File: src/rtl/mem_stage.sv
// mem_stage: MEM pipeline stage.
//
// Consumes the EX/MEM pipeline register, runs word loads/stores as a bus
// master (request/grant/ready, all active low) and drives busy while an
// access is in flight. The stage result goes out combinationally on
// fwd_data and is registered into the MEM/WB pipeline register.
//
// Build option:
//   MEM_ALIGN_CHECK_EN  when defined, LDW/STW with ex_out[1:0] != 0 raise
//                       exception code 4 and perform no bus access. When
//                       undefined, the low address bits are ignored.
//
// Ports:
//   clk, reset            clock, synchronous active-high reset
//   stall, flush          pipeline hold / bubble insert for MEM/WB
//   busy                  stall request to pipeline control
//   fwd_data              unregistered stage result for forwarding
//   ex_*                  EX/MEM pipeline register contents
//   bus_*                 shared bus master interface
//   mem_*                 MEM/WB pipeline register
module mem_stage (
    input  logic        clk,
    input  logic        reset,
    input  logic        stall,
    input  logic        flush,
    output logic        busy,
    output logic [31:0] fwd_data,
    input  logic [29:0] ex_pc,
    input  logic        ex_en,
    input  logic        ex_br_flag,
    input  logic [1:0]  ex_mem_op,
    input  logic [31:0] ex_mem_wr_data,
    input  logic [1:0]  ex_ctrl_op,
    input  logic [4:0]  ex_dst_addr,
    input  logic        ex_gpr_we_,
    input  logic [2:0]  ex_exp_code,
    input  logic [31:0] ex_out,
    input  logic [31:0] bus_rd_data,
    input  logic        bus_rdy_,
    input  logic        bus_grnt_,
    output logic        bus_req_,
    output logic [29:0] bus_addr,
    output logic        bus_as_,
    output logic        bus_rw,
    output logic [31:0] bus_wr_data,
    output logic [29:0] mem_pc,
    output logic        mem_en,
    output logic        mem_br_flag,
    output logic [1:0]  mem_ctrl_op,
    output logic [4:0]  mem_dst_addr,
    output logic        mem_gpr_we_,
    output logic [2:0]  mem_exp_code,
    output logic [31:0] mem_out
);

    localparam logic [1:0] MemOpLdw     = 2'd1;
    localparam logic [1:0] MemOpStw     = 2'd2;
    localparam logic [2:0] ExpMissAlign = 3'd4;

    typedef enum logic [1:0] {StIdle, StReq, StAccess, StStall} state_e;

    state_e      state_q, state_d;
    logic [31:0] rd_buf_q;
    logic [29:0] addr_q;
    logic        rw_q;
    logic [31:0] wr_data_q;

    logic        is_mem;
    logic        miss_align;
    logic        acc;
    logic        latch_req;
    logic        rd_buf_we;
    logic [31:0] rd_data;
    logic [31:0] result;

    always_comb begin
        is_mem = (ex_mem_op == MemOpLdw) || (ex_mem_op == MemOpStw);
`ifdef MEM_ALIGN_CHECK_EN
        miss_align = is_mem && (ex_out[1:0] != 2'b00);
`else
        miss_align = 1'b0;
`endif
        acc = ex_en && (ex_exp_code == 3'd0) && is_mem && !miss_align;
    end

    // Bus FSM: outputs are decoded from the state; address/direction/data are
    // captured at grant so they stay stable through the ACCESS wait.
    always_comb begin
        state_d     = state_q;
        busy        = 1'b0;
        bus_req_    = 1'b1;
        bus_as_     = 1'b1;
        bus_rw      = 1'b1;
        bus_addr    = 30'd0;
        bus_wr_data = 32'd0;
        rd_data     = 32'd0;
        latch_req   = 1'b0;
        rd_buf_we   = 1'b0;
        unique case (state_q)
            StIdle: begin
                if (acc && !flush) begin
                    bus_req_ = 1'b0;
                    busy     = 1'b1;
                    state_d  = StReq;
                end
            end
            StReq: begin
                bus_req_ = 1'b0;
                busy     = 1'b1;
                if (!bus_grnt_) begin
                    bus_as_     = 1'b0;
                    bus_addr    = ex_out[31:2];
                    bus_rw      = (ex_mem_op == MemOpLdw);
                    bus_wr_data = ex_mem_wr_data;
                    latch_req   = 1'b1;
                    state_d     = StAccess;
                end
            end
            StAccess: begin
                bus_req_    = 1'b0;
                bus_addr    = addr_q;
                bus_rw      = rw_q;
                bus_wr_data = wr_data_q;
                if (bus_rdy_) begin
                    busy = 1'b1;
                end else begin
                    rd_data   = bus_rd_data;
                    rd_buf_we = 1'b1;
                    state_d   = stall ? StStall : StIdle;
                end
            end
            StStall: begin
                // Pipeline is held externally; replay the captured load data.
                rd_data = rd_buf_q;
                if (!stall) begin
                    state_d = StIdle;
                end
            end
            default: state_d = StIdle;
        endcase
    end

    always_comb begin
        result   = (ex_mem_op == MemOpLdw) ? rd_data : ex_out;
        fwd_data = result;
    end

    always_ff @(posedge clk) begin
        if (reset) begin
            state_q   <= StIdle;
            rd_buf_q  <= 32'd0;
            addr_q    <= 30'd0;
            rw_q      <= 1'b1;
            wr_data_q <= 32'd0;
        end else begin
            state_q <= state_d;
            if (rd_buf_we) begin
                rd_buf_q <= bus_rd_data;
            end
            if (latch_req) begin
                addr_q    <= ex_out[31:2];
                rw_q      <= (ex_mem_op == MemOpLdw);
                wr_data_q <= ex_mem_wr_data;
            end
        end
    end

    // MEM/WB pipeline register.
    always_ff @(posedge clk) begin
        if (reset) begin
            mem_pc       <= 30'd0;
            mem_en       <= 1'b0;
            mem_br_flag  <= 1'b0;
            mem_ctrl_op  <= 2'd0;
            mem_dst_addr <= 5'd0;
            mem_gpr_we_  <= 1'b1;
            mem_exp_code <= 3'd0;
            mem_out      <= 32'd0;
        end else if (!stall) begin
            if (flush) begin
                mem_pc       <= 30'd0;
                mem_en       <= 1'b0;
                mem_br_flag  <= 1'b0;
                mem_ctrl_op  <= 2'd0;
                mem_dst_addr <= 5'd0;
                mem_gpr_we_  <= 1'b1;
                mem_exp_code <= 3'd0;
                mem_out      <= 32'd0;
            end else if (miss_align) begin
                mem_pc       <= ex_pc;
                mem_en       <= ex_en;
                mem_br_flag  <= 1'b0;
                mem_ctrl_op  <= 2'd0;
                mem_dst_addr <= ex_dst_addr;
                mem_gpr_we_  <= 1'b1;
                mem_exp_code <= ExpMissAlign;
                mem_out      <= 32'd0;
            end else begin
                mem_pc       <= ex_pc;
                mem_en       <= ex_en;
                mem_br_flag  <= ex_br_flag;
                mem_ctrl_op  <= ex_ctrl_op;
                mem_dst_addr <= ex_dst_addr;
                mem_gpr_we_  <= ex_gpr_we_;
                mem_exp_code <= ex_exp_code;
                mem_out      <= result;
            end
        end
    end

endmodule

File: config.mk
export PLATFORM = sky130hd
export DESIGN_NAME = mem_stage
export DESIGN_NICKNAME = d
export VERILOG_FILES = /design/src/rtl/mem_stage.sv
export SDC_FILE = /design/constraint.sdc
export NUM_CORES = 1
export LEC_CHECK = 0
export CORE_AREA = 2 2 137 139
export CTS_CLUSTER_DIAMETER = 60
export DETAILED_ROUTE_END_ITERATION = 10
export DIE_AREA = 0 0 139 141
export PLACE_DENSITY_LB_ADDON = 0.1
export SYNTH_ARGS = -nofsm -noshare
export SYNTH_HDL_FRONTEND = slang
export SYNTH_SLANG_ARGS = --single-unit
File: constraint.sdc
create_clock -name clk -period 2.7 [get_ports clk]
set_clock_uncertainty 0.15 [all_clocks]
set_input_delay 0.675 -clock clk [delete_from_list [all_inputs] [get_ports clk]]
set_output_delay 0.675 -clock clk [all_outputs]
set_load 0.005 [all_outputs]
==> summary.md <==
| Metric | Value |
|---|---|
| First DRT Iteration DRCs | 494 |
| Final min period | 2.77 ns |
| Post-route clock period utilization | 1.03 |
| Area growth from synthesis to layout | 90.5% |
| Crit path capture | bus_addr[27] |
| Drt pass-1 iters | 5 |
| Multi-input combinational cell area | 4460 sq um |
| Worst slew pin tran | 0.693 ns |
| Met1 WL | 12.2 mm |
| Sequential Power Share | 0.430 |
| DIE WIDTH | 139 um |
| Clk_lat worst skew | 0.43 ns |
| Crit path DAT | 1.94 ns |
| R2r setup slk | 0.44 ns |
| Vias | 8,461 |
| Max cap viols | 0 |
| Grt total ovfl | 0 |
| Logic pwr share | 0.151 |
| Worst endpoint required time | 1.88 ns |
| Post-synthesis sequential area ratio | 0.481 |
| Slew Limit Fails | 0 |
| Synth Area in Compound Gates | 0.255 |
| Die Y | 141 um |
| CP Class | flip-flop to primary output |
| TritonCTS clock tree | built |
| Synth cell types | 30 |
| Final std cells w/o fill | 1,613 |
| Fmax | 361 MHz |
| Pwr Total | 6.09 mW |
| Area share of fa/ha/maj cells after synthesis | 0.0105 |
| Largest net degree at the start of global routing | 64 |
| Vias in the first global route | 8,266 |
| Peak supply drop | 0.445 mV |
| Final setup violation count | 13 |
| Cells on worst reg2reg path | 10 |
| # IOs | 320 |
| Nets | 1,519 |
| Final Hold Viols | 0 |
| Pre-CTS setup slack | -0.673 ns |
| Top-area cell type share of the netlist area | 0.481 |
| Vias/cell | 5.25 |
| Largest family of logic cells by synthesized area | compound AO/OA/AOI/OAI gates |
| ANT nets after route | 0 |
| Drt total wl | 29.6 mm |
| Util after Layout | 0.747 |
| Mean routed wirelength per cell | 18.3 um |
| CTS sink cnt | 172 |
| Final WS setup | -0.0685 ns |
| Mapped cell area | 7160 sq um |
| Startpoint Class | flip-flop |
| DR WL met2 | 14.1 mm |
| Crit path capture type | primary output |
| Post-synthesis xor/xnor area fraction | 0 |
| Placed cells | 1,513 |
| Net switching fraction of the power | 0.256 |
| CP Max Fanout | 6 |
| PortBufs | 319 |
| Storage cell area | 3450 sq um |
| Main area contributors after synthesis | dfxtp_1, nand2_1, a21oi_1, a21boi_0, a22o_1 |
| Hold buffer count at CTS | 0 |
| Failing checks | negative setup slack |
| Reg clk slew, reported paths | 0.07 ns |
| Core footprint | 18,300 sq um |
| Die area | 19,600 sq um |
| CTS buffer count | 17 |
| Worst R2R End | addr_q[28]$_SDFFE_PP0P_ |
| Remaining DRCs | 0 |
| Root buf cell | clkbuf_16 |
| Layout cell share with drive strength beyond 1 | 0.353 |
| First-pass GRT wire length | 44.2 mm |
| Syn Inst Count | 916 |
| Min-Delay Path Class | flip-flop to flip-flop |
| Worst slack on hold paths | 0.304 ns |
| DR WL met3 | 2.17 mm |
| Initial antenna violation count | 1 |
| Initial Util | 0.392 |
| Beginning of the critical path | state_q[1]$_SDFFE_PP0P_ |
| Switching Power | 1.56 mW |
| HPWL Detailed | 18.0 mm |
| Outcome | finished with violations |
| GRT Util Overall | 0.283 |
| # fillers | 1,346 |
| RSZ-0062 raised after global routing | yes |
| PwrDens | 446 nW/um^2 |
| Cell internal pwr | 4.53 mW |
| Mux cell area share after synthesis | 0 |
| Core Rows | 50 |
| Post-Syn Nets | 1,069 |
| R2r startpoint | state_q[1]$_SDFFE_PP0P_ |
| Syn avg cell area | 7.82 sq um |
| Clock power share | 0.419 |
| Top sig layer | met5 |
| Post-synth top area cell | dfxtp_1 |
| #FFs+latches synth | 172 |
| Relative slew slack | 0.538 |
| Simple-gate share of the synthesized area | 0.204 |
| Routability Congestion | 0.880 |
| N_diodes | 0 |
| CTS H-tree lvls | 4 |
| Clock Path Buffers | 2 |
| Lkg Pwr | 5.11 nW |
| YS warnings | 0 |
[state kept, by name, summed over array words and instances, names as in the netlist]
| signal | count |
|---|---|
| mem_ctrl_op | 2 |
| mem_gpr_we_ | 1 |
| wr_data_q | 32 |
| state_q | 2 |
| rw_q | 1 |
| rd_buf_q | 32 |
| mem_pc | 30 |
| addr_q | 30 |
| mem_dst_addr | 5 |
| mem_en | 1 |
| mem_out | 32 |
| mem_exp_code | 3 |
| mem_br_flag | 1 |
[synth_stat cells]
master and count:
a22oi_1 38, a21o_1 1, buf_4 3, a21oi_1 101, buf_2 17, inv_2 1, nor2_1 76, a311oi_1 2
nor2b_1 5, o21bai_1 1, nor4_1 1, a21boi_0 62, o21ai_0 2, o41a_1 1, dfxtp_1 172, a22o_1 33
nand2_1 287, buf_1 14, clkbuf_1 44, inv_1 4, a31oi_1 33, nand3_1 2, nor3_1 2, buf_6 1
nor3b_1 3, a211oi_4 1, nand3b_1 1, nand2b_1 1, or2b_1 1, ha_1 6
[critical path, stage by stage (launching register included)]
cell and delay, ns:
dfxtp_2 0.33, inv_2 0.09, ha_4 0.15, nor2b_4 0.19, buf_12 0.17, buf_12 0.11, buf_16 0.12, nand2_4 0.06
a21boi_2 0.16, buf_2 0.15
[final cells by class]
type / instances / share of cell area
timing repair buffer: 510 / 0.354
multi-input combinational: 660 / 0.327
inverter: 5 / 0.00174
clock inverter: 15 / 0.0128
sequential: 172 / 0.253
clock buffer: 17 / 0.0312
tap: 234 / 0.0215
[routing by layer]
layer	vias to the layer above	global-route usage
met5	-	0
met3	85	0.0785
met2	334	0.473
met4	2	0.107
li1	4022	-
met1	4018	0.349
[cells by family after synthesis]
kind of cell    count (synthesis)
fa+ha+maj                       6
flops                         172
buf+inv                        84
compound gates                275
simple gates                  379
[stage by stage]
stage,instance area [sq um],setup TNS (ns)
5_1_grt,13600,-3.42
4_1_cts,13100,-1.84
3_3_place_gp,11400,-51.55
2_1_floorplan,7160,0
3_5_place_dp,11400,-54.00
6_report,13600,-0.296
[what timing repair did]
item	in CTS	in global routing
resized for setup	620	124
cloned	13	6
setup endpoints to repair	98	80
setup buffers	32	24
pin swaps	33	62
[cell usage in the layout (no fill, tap or decap), types with 8 or more instances in the layout]
cell type and n:
a22oi_1 38, clkbuf_16 23, nor2_1 59, nand2_1 236, a21oi_1 100, buf_16 9, clkdlybuf4s50_1 214, nand2_4 20
a22o_1 33, buf_6 21, buf_12 18, nand2_2 28, buf_2 88, dfxtp_1 170, a21boi_1 19, inv_6 8
buf_4 135, a21boi_2 41, nor2_4 9, a31oi_4 28, nor2_2 8
[worst min-delay path by stage]
stage,start,end,slack (ns),cells past startpoint
after global routing,wr_data_q[17]$_SDFFE_PP0P_,wr_data_q[17]$_SDFFE_PP0P_,0.32,2
after detailed placement,addr_q[0]$_SDFFE_PP0P_,addr_q[0]$_SDFFE_PP0P_,0.30,2
after floorplan,addr_q[0]$_SDFFE_PP0P_,addr_q[0]$_SDFFE_PP0P_,0.29,2
after global placement,wr_data_q[0]$_SDFFE_PP0P_,wr_data_q[0]$_SDFFE_PP0P_,0.29,2
after CTS,rd_buf_q[31]$_SDFFE_PP0P_,rd_buf_q[31]$_SDFFE_PP0P_,0.31,2
final,addr_q[0]$_SDFFE_PP0P_,addr_q[0]$_SDFFE_PP0P_,0.30,2
[power groups by stage]
stage,Combinational (mW),Clock (mW),Sequential (mW)
2_1_floorplan,0.213,0,2.68
3_3_place_gp,0.738,0,2.67
3_5_place_dp,0.740,0,2.67
4_1_cts,0.856,2.58,2.62
5_1_grt,0.971,2.69,2.62
6_report,0.919,2.55,2.62
Power figures use the tool's default switching activity.
==> patch 1 (config.mk and constraints unchanged) <==
The 4 states of `state_e` get a one-hot encoding in 4 bits.
--- a/src/rtl/mem_stage.sv
+++ b/src/rtl/mem_stage.sv
@@ -59,3 +59,3 @@
 
-    typedef enum logic [1:0] {StIdle, StReq, StAccess, StStall} state_e;
+    typedef enum logic [3:0] {StIdle = 4'b0001, StReq = 4'b0010, StAccess = 4'b0100, StStall = 4'b1000} state_e;
 
Function: no difference found for any inputs over 4 cycles, from zero or initial values and one cycle with reset high; so few cycles prove little.
==> patch 1 against the original RTL <==
The flow still finishes with violations (negative setup slack); setup slack got worse by 0.26 ns; critical path depth is 3 higher; routed wire length rose by 11%; combinational power down 26%; synthesized area is 4.4% higher; power down 3.9%; sequential cell count increased by 2; highest routed layer is now met4; design area grew 4.7%; register-to-register slack worse by 0.14 ns; hold slack improved by 0.00094 ns.
==> patch 1: results (changes against the original RTL) <==
[status]
status=finished, violations left
violations=negative setup slack

[routing]
routed_via_density=5.41  ; +3.2%
first_iter_violations=678  ; +37%
wl_per_cell_um=19.1  ; +4.2%
wl_mm=32.8  ; +11%

[pwr]
power_clock_uw=2540  ; about the same
p_leak_uw=0.00620  ; +21%
ir_drop_mv=0.442  ; -0.78%
p_switching_uw=1380  ; -11%
comb_power_share_pct=11.6  ; -3.5 points

[synth]
ys_top_cells_by_area=dfxtp_1 (47%), nand2_1 (17%), a22oi_1 (7.0%)
ys_types=35  ; +17%
synth_xor_area_share_pct=0.117  ; +0.12 points
yosysSeqAreaShare_pct=46.6  ; -1.5 points
synth_compound_area_share_pct=23.6  ; -1.9 points
synth_cells=999  ; +9.1%
syn_nets=1147  ; +7.3%

[worst_setup_path]
arrival_ns=2.20  ; +0.26 ns
cp_max_fo=4  ; -2

[global_route]
grt_use_total_pct=30.2  ; +1.9 points
grt_max_degree=116  ; +81%
grt_pass1_vias=8743  ; +5.8%
grt_pass1_wl_mm=46.9  ; +5.9%
antenna_found_initial=2  ; +1

[cells_and_area]
drive_gt1_share_pct=35.6  ; +0.26 points

[timing]
setup_viol=95  ; +82
max_slew_margin_pct=47.1  ; -6.7 points
setup_ws_ns=-0.329  ; -0.260 ns

[placed_design]
place.gp.congestion=0.794  ; -9.8%
hpwl_mm=17.4  ; -3.4%

[patch 1: cell types whose count changed in the layout (fill, tap and decap cells not counted), moves of 32 or more]
| cell | delta |
|---|---|
| o22ai_1 | +58 |
| a21boi_2 | -41 |
| nand2_4 | +41 |
| a22o_1 | -33 |
| a22oi_2 | +32 |
| o31a_1 | +32 |
[patch 1: worst paths after layout]
| kind | startpoint | end | slack [ns] | cells past startpoint |
|---|---|---|---|---|
| worst max-delay path | state_q[0] | bus_addr[9] | -0.33 | 12 |
| worst max register to register | state_q[0] | addr_q[14] | 0.30 | 11 |
| worst min-delay path | wr_data_q[12] | wr_data_q[12] | 0.31 | 2 |
| worst min register to register | wr_data_q[12] | wr_data_q[12] | 0.31 | 2 |
[patch 1: layout make-up]
class                   instances  area share [%]
well taps                     234            2.05
inverters                      34           0.893
repair buffers                543            37.8
clock inverters                 9           0.963
diodes                          2          0.0350
multi-input cells             703            30.7
flip-flops and latches        174            24.4
clock buffers                  21            3.15
[patch 1: metal layers]
metal	global-route usage (%)	vias up	share of wire [%]	wire length, um
met5	0	-	0	0
met4	12.2	0	3.6	1200
met3	7.88	92	8.6	2830
met2	52.8	471	49	16200
met1	35.4	4401	38	12600
li1	-	4344	-	-
[patch 1: metrics by stage]
step                      util [%]  area [um2]  setup WS [ns]
after detailed placement      63.3       11600         -0.781
after global routing          78.2       14300         -0.380
final                         78.2       14300         -0.329
after global placement        63.3       11600         -0.761
after floorplan                  -        7480          0.208
after CTS                     73.5       13400         -0.311
[patch 1: repair_timing]
item	CTS	global route
setup buffers	68	34
pin swaps	86	95
gates cloned	14	5
gates resized for setup	531	196
setup endpoints to repair	98	100
hold endpoints to repair	0	0
==> patch 2 (same settings) <==
Without the edit above. The option `MEM_ALIGN_CHECK_EN` is turned on by a define.
--- a/src/rtl/mem_stage.sv
+++ b/src/rtl/mem_stage.sv
@@ -20,2 +20,4 @@
 //   mem_*                 MEM/WB pipeline register
+`define MEM_ALIGN_CHECK_EN
+
 module mem_stage (
Function: changed (Yosys sat finds a counterexample within 4 cycles, from zero or initial values and one cycle with reset high).
==> patch 2 against the original RTL <==
The run still ends with negative setup slack left; register-to-register slack lost 0.42 ns; via count grew 2.6%; setup slack lost 0.30 ns; non-clock buffer count grew 30; highest routed layer is now met4; routed wire length grew 4.5%; sequential cell count is the same; hold slack gained 0.0055 ns; first-iteration DRC count shrank 13%; synthesized area grew 2.0%; design area grew 4.7%; critical path depth shrank 2.
Power is not compared: it rests on default switching activity, and its combinational part moved more than twofold at a synthesized area within 25%.
==> patch 2: results (changes against the original RTL) <==
[worst_setup_path]
cp_max_fo=2  ; -4
r2r_end=mem_out[10]
ff2ff_path_depth=15  ; +5
arrival_ns=2.25  ; +0.31 ns
r2r_slack_ns=0.02  ; -0.42 ns

[global_route]
grt_max_degree=141  ; +120%
antenna_found_initial=0  ; -1
grt_pass1_wl_mm=44.6  ; +0.89%
grt_pass1_vias=8390  ; +1.5%
grt_use_total_pct=28.7  ; +0.43 points

[synth]
ys_types=31  ; +3.3%
syn_nets=1043  ; -2.4%
yosys-top-cells-count=nand2_1 (254), dfxtp_1 (172), a21oi_1 (100)
ys_top_cells_by_area=dfxtp_1 (47%), nand2_1 (13%), a22oi_1 (7.5%)
yosysSeqAreaShare_pct=47.1  ; -0.96 points

[status]
violations=negative setup slack
status=finished, violations left

[placed_design]
hpwl_mm=17.5  ; -2.7%
preCtsSetupSlack_ns=-1.27  ; -0.593 ns
place.gp.congestion=0.800  ; -9.1%

[cells_and_area]
drive_gt1_share_pct=40.1  ; +4.8 points

[routing]
routed_via_density=5.38  ; +2.6%
wl_mm=30.9  ; +4.5%

[min_path]
hold_end=addr_q[8]
worst_hold_startpoint=addr_q[8]

[timing]
max_slew_margin_pct=31.4  ; -22 points
setup_ws_ns=-0.371  ; -0.303 ns
setup_viol=87  ; +74

-- patch 2: cell count changes after synthesis, moves of 13 or more --
cell / change
a32o_1: +32
clkbuf_1: +13
a22oi_1: +35
nor2_1: -32
a31oi_1: -33
nand2_1: -33
a22o_1: -33
o2bb2ai_1: +32
-- patch 2: how the worst max path moves through the flow --
stage | from | endpoint | slack [ns]
2_1_floorplan | ex_mem_op[1] | bus_req_ | -0.11
3_3_place_gp | ex_mem_op[1] | bus_req_ | -1.23
3_5_place_dp | ex_mem_op[1] | bus_req_ | -1.27
4_1_cts | ex_mem_op[1] | bus_req_ | -0.38
5_1_grt | ex_mem_op[1] | bus_req_ | -0.40
6_report | ex_mem_op[1] | bus_req_ | -0.37
-- patch 2: cell families after synthesis --
family / after synthesis / synth area share (%)
compound gates: 309 / 30.2
buf+inv: 89 / 4.91
fa+ha+maj: 6 / 1.03
flops: 172 / 47.1
simple gates: 314 / 16.8
-- patch 2: power by group through the flow --
stage	Sequential [uW]	Combinational [uW]	Clock, uW
final	2760	2280	2580
after global routing	2780	2400	2710
after CTS	2750	1960	2610
after detailed placement	2800	1480	0
after global placement	2790	1470	0
after floorplan	2790	626	0
-- patch 2: cell type report --
cell class | count | area, um2
multi-input cells | 629 | 4660
flip-flops and latches | 172 | 3450
clock buffers | 17 | 425
repair buffers | 540 | 5220
fillers | 1292 | 3980
inverters | 6 | 40.0
clock inverters | 15 | 203
well taps | 234 | 293
-- patch 2: per-layer routing --
metal	GRT usage, %	up-vias	part of all wire, %
li1	-	4088	-
met1	32.5	4196	39
met2	51.5	334	51
met3	8.36	59	7.4
met4	10.6	0	2.9
met5	0	-	0
-- patch 2: worst max-delay path: stages --
cell	delay (ns)
buf_8	0.09
inv_12	0.03
ha_4	0.22
or4_4	0.58
o41ai_4	0.25
or2b_1	0.26
buf_2	0.14
-- patch 2: timing repair --
action | 4_1_cts | 5_1_grt
resized for setup | 615 | 215
buffers inserted | 72 | 50
cloned | 12 | 5
pin swaps | 52 | 108
hold buffers | 0 | 0
setup endpoints to repair | 98 | 100
-- patch 2: stage by stage --
step | setup TNS, ns | hold slack [ns] | std cells | total power (uW) | cell area [um2]
5_1_grt | -16.93 | 0.329 | 1613 | 7890 | 14300
3_5_place_dp | -56.01 | 0.297 | 1462 | 4280 | 11400
2_1_floorplan | -0.113 | 0.287 | 890 | 3410 | 7330
4_1_cts | -10.41 | 0.308 | 1578 | 7320 | 13200
3_3_place_gp | -55.32 | 0.292 | 1462 | 4250 | 11400
6_report | -11.50 | 0.310 | 1613 | 7620 | 14300
